### src/rtl/ifetch_queue.sv
// Instruction prefetch queue: fetches sequential words into a DEPTH-entry queue; redirect flushes and restarts.
// Optional feature: define IFETCH_MISALIGN_CHK_EN to fault and halt on misaligned redirect targets.
module ifetch_queue #(
    parameter int          DEPTH        = 4,
    parameter logic [31:0] RESET_VECTOR = 32'h0000_0000
) (
    input  logic        CLK,
    input  logic        reset,
    output logic        imem_req,
    output logic [31:0] imem_addr,
    input  logic        imem_ack,
    input  logic [31:0] imem_rdata,
    input  logic        redirect,
    input  logic [31:0] redirect_pc,
    output logic        inst_valid,
    input  logic        inst_ready,
    output logic [31:0] inst_data,
    output logic [31:0] inst_pc,
    output logic        fetch_fault
);

    localparam int AW = $clog2(DEPTH);
    localparam int CW = AW + 1;
    localparam logic [CW-1:0] LAST_SLOT = CW'(DEPTH - 1);

    localparam logic [1:0] ST_FILL  = 2'd0;
    localparam logic [1:0] ST_FULL  = 2'd1;
    localparam logic [1:0] ST_FLUSH = 2'd2;
`ifdef IFETCH_MISALIGN_CHK_EN
    localparam logic [1:0] ST_HALT  = 2'd3;
`endif

    logic [1:0]    state_q, state_d;
    logic [31:0]   fetch_pc_q, fetch_pc_d;
    logic [AW-1:0] wr_ptr_q, wr_ptr_d;
    logic [AW-1:0] rd_ptr_q, rd_ptr_d;
    logic [CW-1:0] count_q, count_d;
    logic          fault_q, fault_d;

    logic [31:0]   pc_mem   [DEPTH];
    logic [31:0]   data_mem [DEPTH];

    logic          push;
    logic          pop;
    logic          misaligned;
    logic [31:0]   target_pc;

`ifdef IFETCH_MISALIGN_CHK_EN
    assign misaligned = (redirect_pc[1:0] != 2'b00);
    assign target_pc  = redirect_pc;
`else
    assign misaligned = 1'b0;
    assign target_pc  = redirect_pc & 32'hFFFF_FFFC;
`endif

    // A redirect kills the request combinationally so its ack can never be pushed.
    assign imem_req    = !reset && !redirect && (state_q == ST_FILL);
    assign imem_addr   = fetch_pc_q;
    assign push        = imem_req && imem_ack;
    assign inst_valid  = (count_q != '0);
    assign pop         = inst_valid && inst_ready && !redirect;
    assign inst_data   = inst_valid ? data_mem[rd_ptr_q] : 32'h0;
    assign inst_pc     = inst_valid ? pc_mem[rd_ptr_q]   : 32'h0;
    assign fetch_fault = fault_q;

    always_comb begin
        state_d    = state_q;
        fetch_pc_d = fetch_pc_q;
        wr_ptr_d   = wr_ptr_q;
        rd_ptr_d   = rd_ptr_q;
        count_d    = count_q;
        fault_d    = fault_q;

        if (redirect) begin
            fetch_pc_d = target_pc;
            wr_ptr_d   = '0;
            rd_ptr_d   = '0;
            count_d    = '0;
`ifdef IFETCH_MISALIGN_CHK_EN
            fault_d = misaligned;
            state_d = misaligned ? ST_HALT : ST_FLUSH;
`else
            fault_d = 1'b0;
            state_d = ST_FLUSH;
`endif
        end else begin
            if (push) begin
                wr_ptr_d   = wr_ptr_q + AW'(1);
                fetch_pc_d = fetch_pc_q + 32'd4;
            end
            if (pop) begin
                rd_ptr_d = rd_ptr_q + AW'(1);
            end
            count_d = count_q + CW'(push) - CW'(pop);

            case (state_q)
                ST_FILL:  if (push && !pop && count_q == LAST_SLOT) state_d = ST_FULL;
                ST_FULL:  if (pop) state_d = ST_FILL;
                ST_FLUSH: state_d = ST_FILL;
`ifdef IFETCH_MISALIGN_CHK_EN
                ST_HALT:  state_d = ST_HALT;
`endif
                default:  state_d = ST_FILL;
            endcase
        end
    end

    always_ff @(posedge CLK) begin
        if (reset) begin
            state_q    <= ST_FILL;
            fetch_pc_q <= RESET_VECTOR;
            wr_ptr_q   <= '0;
            rd_ptr_q   <= '0;
            count_q    <= '0;
            fault_q    <= 1'b0;
        end else begin
            state_q    <= state_d;
            fetch_pc_q <= fetch_pc_d;
            wr_ptr_q   <= wr_ptr_d;
            rd_ptr_q   <= rd_ptr_d;
            count_q    <= count_d;
            fault_q    <= fault_d;
        end
    end

    // NOTE: queue storage has no reset; count_q gates every read, so stale entries are never visible.
    always_ff @(posedge CLK) begin
        if (push) begin
            pc_mem[wr_ptr_q]   <= fetch_pc_q;
            data_mem[wr_ptr_q] <= imem_rdata;
        end
    end

    logic unused_ok;
    assign unused_ok = misaligned;

endmodule

### config.mk
export PLATFORM = sky130hd
export DESIGN_NAME = ifetch_queue
export DESIGN_NICKNAME = d
export VERILOG_FILES = /design/src/rtl/ifetch_queue.sv
export SDC_FILE = /design/constraint.sdc
export NUM_CORES = 1
export LEC_CHECK = 0
export ABC_AREA = 1
export CAP_MARGIN = 0
export CELL_PAD_IN_SITES_DETAIL_PLACEMENT = 1
export CELL_PAD_IN_SITES_GLOBAL_PLACEMENT = 2
export CORE_ASPECT_RATIO = 0.6
export CORE_MARGIN = 4
export CORE_UTILIZATION = 35
export CTS_CLUSTER_DIAMETER = 30
export CTS_CLUSTER_SIZE = 10
export DETAILED_ROUTE_END_ITERATION = 16
export GPL_TIMING_DRIVEN = 1
export PLACE_DENSITY = 0.83
export REMOVE_ABC_BUFFERS = 1
export SYNTH_ARGS = -nofsm -noshare
export SYNTH_HDL_FRONTEND = slang
export SYNTH_SLANG_ARGS = --single-unit
### constraint.sdc
create_clock -name CLK -period 5.4 [get_ports CLK]
set_clock_uncertainty 0.05 [all_clocks]
set_input_delay 1.08 -clock CLK [delete_from_list [all_inputs] [get_ports CLK]]
set_output_delay 1.08 -clock CLK [all_outputs]
set_load 0.005 [all_outputs]
# After elaboration in Yosys (flattened, before gate mapping)

Memories as Yosys holds them, arrays and structs flattened. A register that Yosys moved wholly into a read port is not among the register bits.
Cells that the tools add are included.

Reductions and logical operators: 16
Multiplexer cells: 14
Add/subtract/negate cells: 5
Eq/ne operators: 6

Operator list:

| kind                                                            | number |
|---|---|
| 32-bit two-way mux                                              | 4 |
| 32-bit by 3-bit adder with 32-bit output, second input constant | 1 |
| 2-bit two-way mux                                               | 7 |
| 1-bit logical AND                                               | 7 |
| 2-bit by 1-bit adder with 2-bit output, second input constant   | 2 |
| 2-bit one-hot mux with 2 select lines                           | 1 |
| 2-bit AND reduction                                             | 2 |
| 3-bit by 1-bit adder with 3-bit output                          | 1 |
| 3-bit by 2-bit == test with 1-bit output, second input constant | 1 |
| 1-bit zero test                                                 | 3 |
| 3-bit by 2-bit != test with 1-bit output, second input constant | 1 |
| 3-bit != test, second input constant                            | 1 |
| 3-bit nonzero test                                              | 1 |
| 3-bit by 1-bit subtractor with 3-bit output                     | 1 |
| 2-bit by 1-bit == test with 1-bit output, second input constant | 1 |
| 2-bit zero test                                                 | 1 |
| 1-bit two-way mux                                               | 2 |
| 2-bit by 1-bit != test with 1-bit output, second input constant | 1 |
| 2-bit != test, second input constant                            | 1 |
| 2-bit nonzero test                                              | 1 |
| 2-bit OR reduction                                              | 1 |

Memory bits (writable): 256
Memories: 2
Output and inout port bits: 99
Register bits: 41

Memories:

| memory   | words | bits a word | rd ports | clocked after Yosys merged registers in | wr ports | RTL line | text |
|---|---|---|---|---|---|---|---|
| data_mem | 4     | 32          | 1        | 1                                       | 1        | 41       | `logic [31:0] data_mem [DEPTH];` |
| pc_mem   | 4     | 32          | 1        | 1                                       | 1        | 40       | `logic [31:0] pc_mem [DEPTH];` |

# Logic depth before layout (Yosys ltp)

Depth after elaboration: 9
Depth in mapped cells: 13
Depth with buffers taken out: 11

# Worst setup path after synthesis

OpenSTA, ideal clock, no wires.

Path kind: input to register
Start: input port reset
End: memory data_mem[0][0] (enable)
Data required time: 4.868 ns
Library setup time: 0.482 ns
Data arrival time: 4.296 ns
Stages on the path: 7
Path slack: 0.572 ns
Cell sequence: buf_6 clkinv_4 nand2_4 nor2_4 nand2_4 buf_2 nor2_1

Word-level cells in the longest chain between the ends: 6

RTL lines:

| element                                 | RTL line | text |
|---|---|---|
| start, declared                         | 8        | `input logic reset,` |
| 1-bit zero test                         | 57       | `assign imem_req = !reset && !redirect && (state_q == ST_FILL);` |
| 1-bit logical AND (2 in a row)          | 57       |  |
| net imem_req                            | 9        | `output logic imem_req,` |
| 1-bit logical AND                       | 59       | `assign push = imem_req && imem_ack;` |
| 1-bit two-way mux                       | 128      | `if (push) begin` |
| 1-bit two-way mux (not written as such) | 130      | `data_mem[wr_ptr_q] <= imem_rdata;` |
| end, declared                           | 41       |  |

The timed path passes the listed nets, and every way through them passes these cells.

==> metrics.md <==
| Metric | Value |
|---|---|
| Sw frac | 0.208 |
| Post-DRT Antenna Nets | 0 |
| Fraction of registers with async set/reset | 0 |
| Setup Viol. Count Final | 0 |
| CP Launch Type | register |
| Clock sink total | 289 |
| Count leader, synth | nor2_1 |
| Post-synthesis simple-gate area fraction | 0.155 |
| Total gr overflow | 0 |
| Combinational share of power | 0.040 |
| Synth Area in Compound Gates | 0.106 |
| Power Density | 374 nW/um^2 |
| Synth area leader | edfxtp_1 |
| Largest buffer count on any clock path | 3 |
| Crit Path Category | register to primary output |
| Final Power | 6.01 mW |
| Post-DP HPWL | 22000 um |
| Max cap viols | 0 |
| Fillers | 3672 |
| Post-Syn Area | 12200 um^2 |
| Predominant post-synthesis flop cell | edfxtp_1 |
| Sequential share of power | 0.417 |
| ANT cells | 0 |
| Drt pass-1 iters | 4 |
| Final hold violations | 0 |
| Cells after synthesis | 1171 |
| Hold buffer count at cts | 0 |
| Max-slew violations | 0 |
| Post-CTS Setup Repair Bufs | 0 |
| Core Box Area | 34100 um^2 |
| Clk Latency, worst-skew pair | 550 ps |
| Layout Nets | 1418 |
| Worst Path Max Fanout | 91 |
| Top cells by area, synth | edfxtp_1 61%, nor2_1 8.9%, dfxtp_1 6.7%, o21ai_0 5.6%, nand2_1 4.0% |
| Initial Utilization | 0.359 |
| Commonest cells post-synth | 291 x nor2_1, 248 x edfxtp_1, 136 x o21ai_0 |
| Status | finished, final reports clean |
| Slew @ Worst Pin | 1170 ps |
| CTS Buf Count | 49 |
| Num ports | 168 |
| Post-synth EDFFs | 248 |
| Initial DRC count | 473 |
| Critical path capture point type | primary output |
| Sequential fraction of the synthesis area | 0.676 |
| Unrepaired setup endpoints after global routing | no |
| Clock network fraction of design power | 0.543 |
| Largest net degree at the start of global routing | 92 |
| CTS tree | built |
| Vias per std cell | 4.95 |
| Synth Area in XOR/XNOR | 0.00501 |
| CTS HTree Levels | 2 |
| Placer Congestion | 0.777 |
| Die footprint | 38100 um^2 |
| Global-route wire length before repair | 55800 um |
| Setup_tns | 0 ps |
| LEAKAGE | 5.58 nW |
| Vias | 9106 |
| Fraction of layout cells with a size suffix above 1 | 0.0870 |
| Hold slack | 388 ps |
| Mux contribution to synthesized area | 0 |
| CP required | 4270 ps |
| Overall Global Routing Usage | 0.185 |
| Clock Pin Slew Worst Setup and Hold Paths | 50 ps |
| Port bufs | 160 |
| Number of synthesized register bits | 289 |
| Place WS | 1450 ps |
| Sw power | 1.25 mW |
| Fin crit period | 4520 ps |
| CTS root buffer | clkbuf_16 |
| Drt drc | 0 |
| Die X | 249 um |
| Synthesized-area fraction occupied by adder cells | 0.00982 |
| Max-slew headroom | 0.218 |
| Cell Rows | 52 |
| Worst Path Arrival | 3390 ps |
| Antenna violations before repair | 0 |
| Worst hold path class | register to register |
| Synth Warn # | 0 |
| Area growth, synth to finish | 31.3% |
| Resize count post-CTS | 0 |
| Fmax | 221 MHz |
| Fin crit share | 0.836 |
| P_int | 4.76 mW |
| Syn_area_per_cell | 10.4 um^2 |
| Peak supply drop | 0.212 mV |
| Post-Route WL | 35800 um |
| Post-synth top area share | 0.609 |
| Chip Height | 153 um |
| DR WL/cell | 19.5 um |
| Largest family of logic cells by synthesized area | simple AND/OR/NAND/NOR gates |
| Final WS setup | 883 ps |
| Vias in the first global route | 9679 |
| Unique masters post-synth | 33 |
## stage by stage
step / cell area (um^2) / instances / utilization
detailed placement: 14300 / 1748 / 0.420
floorplan: 11900 / 1113 / -
CTS: 16100 / 1838 / 0.471
global route: 16100 / 1838 / 0.471
finish: 16100 / 1838 / 0.471
global placement: 14300 / 1748 / 0.420
## power groups by stage
stage          logic [mW]  registers (mW)  clock network, mW
6_report            0.239            2.51               3.27
5_1_grt             0.264            2.51               3.46
4_1_cts             0.244            2.51               3.34
3_5_place_dp        0.240            2.55                  0
3_3_place_gp        0.234            2.55                  0
2_1_floorplan      0.0830            2.53                  0
## routing by layer
| metal | GRT usage | vias up | routed length (um) |
|---|---|---|---|
| met5 | 0 | - | 0 |
| met4 | 0.0462 | 0 | 640 |
| met3 | 0.0396 | 46 | 1980 |
| met2 | 0.293 | 205 | 16500 |
| met1 | 0.261 | 4520 | 16700 |
| li1 | - | 4335 | - |
## flip-flops by register name, summed over array words and instances (netlist names), named ones only
register / cells
wr_ptr_q: 2
state_q: 2
rd_ptr_q: 2
data_mem: 128
pc_mem: 120
count_q: 3
imem_addr: 30
## critical path, stage by stage (launching register included)
cell and delay [ps]:
dfxtp_4 610, buf_4 880, nor2_1 120, nor2_1 120
o21ai_0 110, a21oi_1 330, clkdlybuf4s50_1 560
## worst paths after layout
path              depth (start not counted)     endpoint  startpoint  slack (ps)
setup / recovery                          6  inst_pc[13]    register         880
hold / removal                            1   state_q[0]  state_q[1]         390
setup reg to reg                          9   count_q[2]  count_q[1]        2190
hold reg to reg                           1   state_q[0]  state_q[1]         390
## layout make-up
type                            count  area [um^2]  share of cell area
Inverter                           76          293              0.0182
Clock buffer                       57         1290              0.0802
Timing Repair Buffer              176         1760               0.110
Multi-Input combinational cell    748         3420               0.213
Clock inverter                     33          454              0.0283
Sequential cell                   289         8270               0.515
Tap cell                          459          574              0.0358
## cells in the final DEF, fill, tap and decap left out, drive strengths merged
cell | netlist | final
a211oi | 1 | 1
a21oi | 88 | 88
a22oi | 1 | 1
a31oi | 7 | 7
buf | 21 | 16
bufinv | 0 | 10
clkbuf | 41 | 57
clkdlybuf4s50 | 0 | 160
clkinv | 2 | 19
clkinvlp | 0 | 2
conb | 1 | 5
dfxtp | 41 | 41
edfxtp | 248 | 248
fa | 1 | 1
ha | 8 | 8
inv | 74 | 78
nand2 | 134 | 134
nand3 | 37 | 37
nand3b | 1 | 1
nand4 | 1 | 1
nor2 | 296 | 296
nor3 | 1 | 1
o211ai | 2 | 2
o21ai | 156 | 156
or2 | 2 | 2
xnor2 | 4 | 4
xor2 | 3 | 3
## logic make-up (layout without fill, tap and decap cells)
logic type,Yosys count,after routing
XOR/XNOR,7,7
AO/OA/AOI/OAI,255,255
buffers and inverters,138,342
adder cells (fa/ha/maj),9,9
other,1,5
AND/OR/NAND/NOR,472,472
flip-flops,289,289
Note: power is estimated with default switching activity, not from simulation.
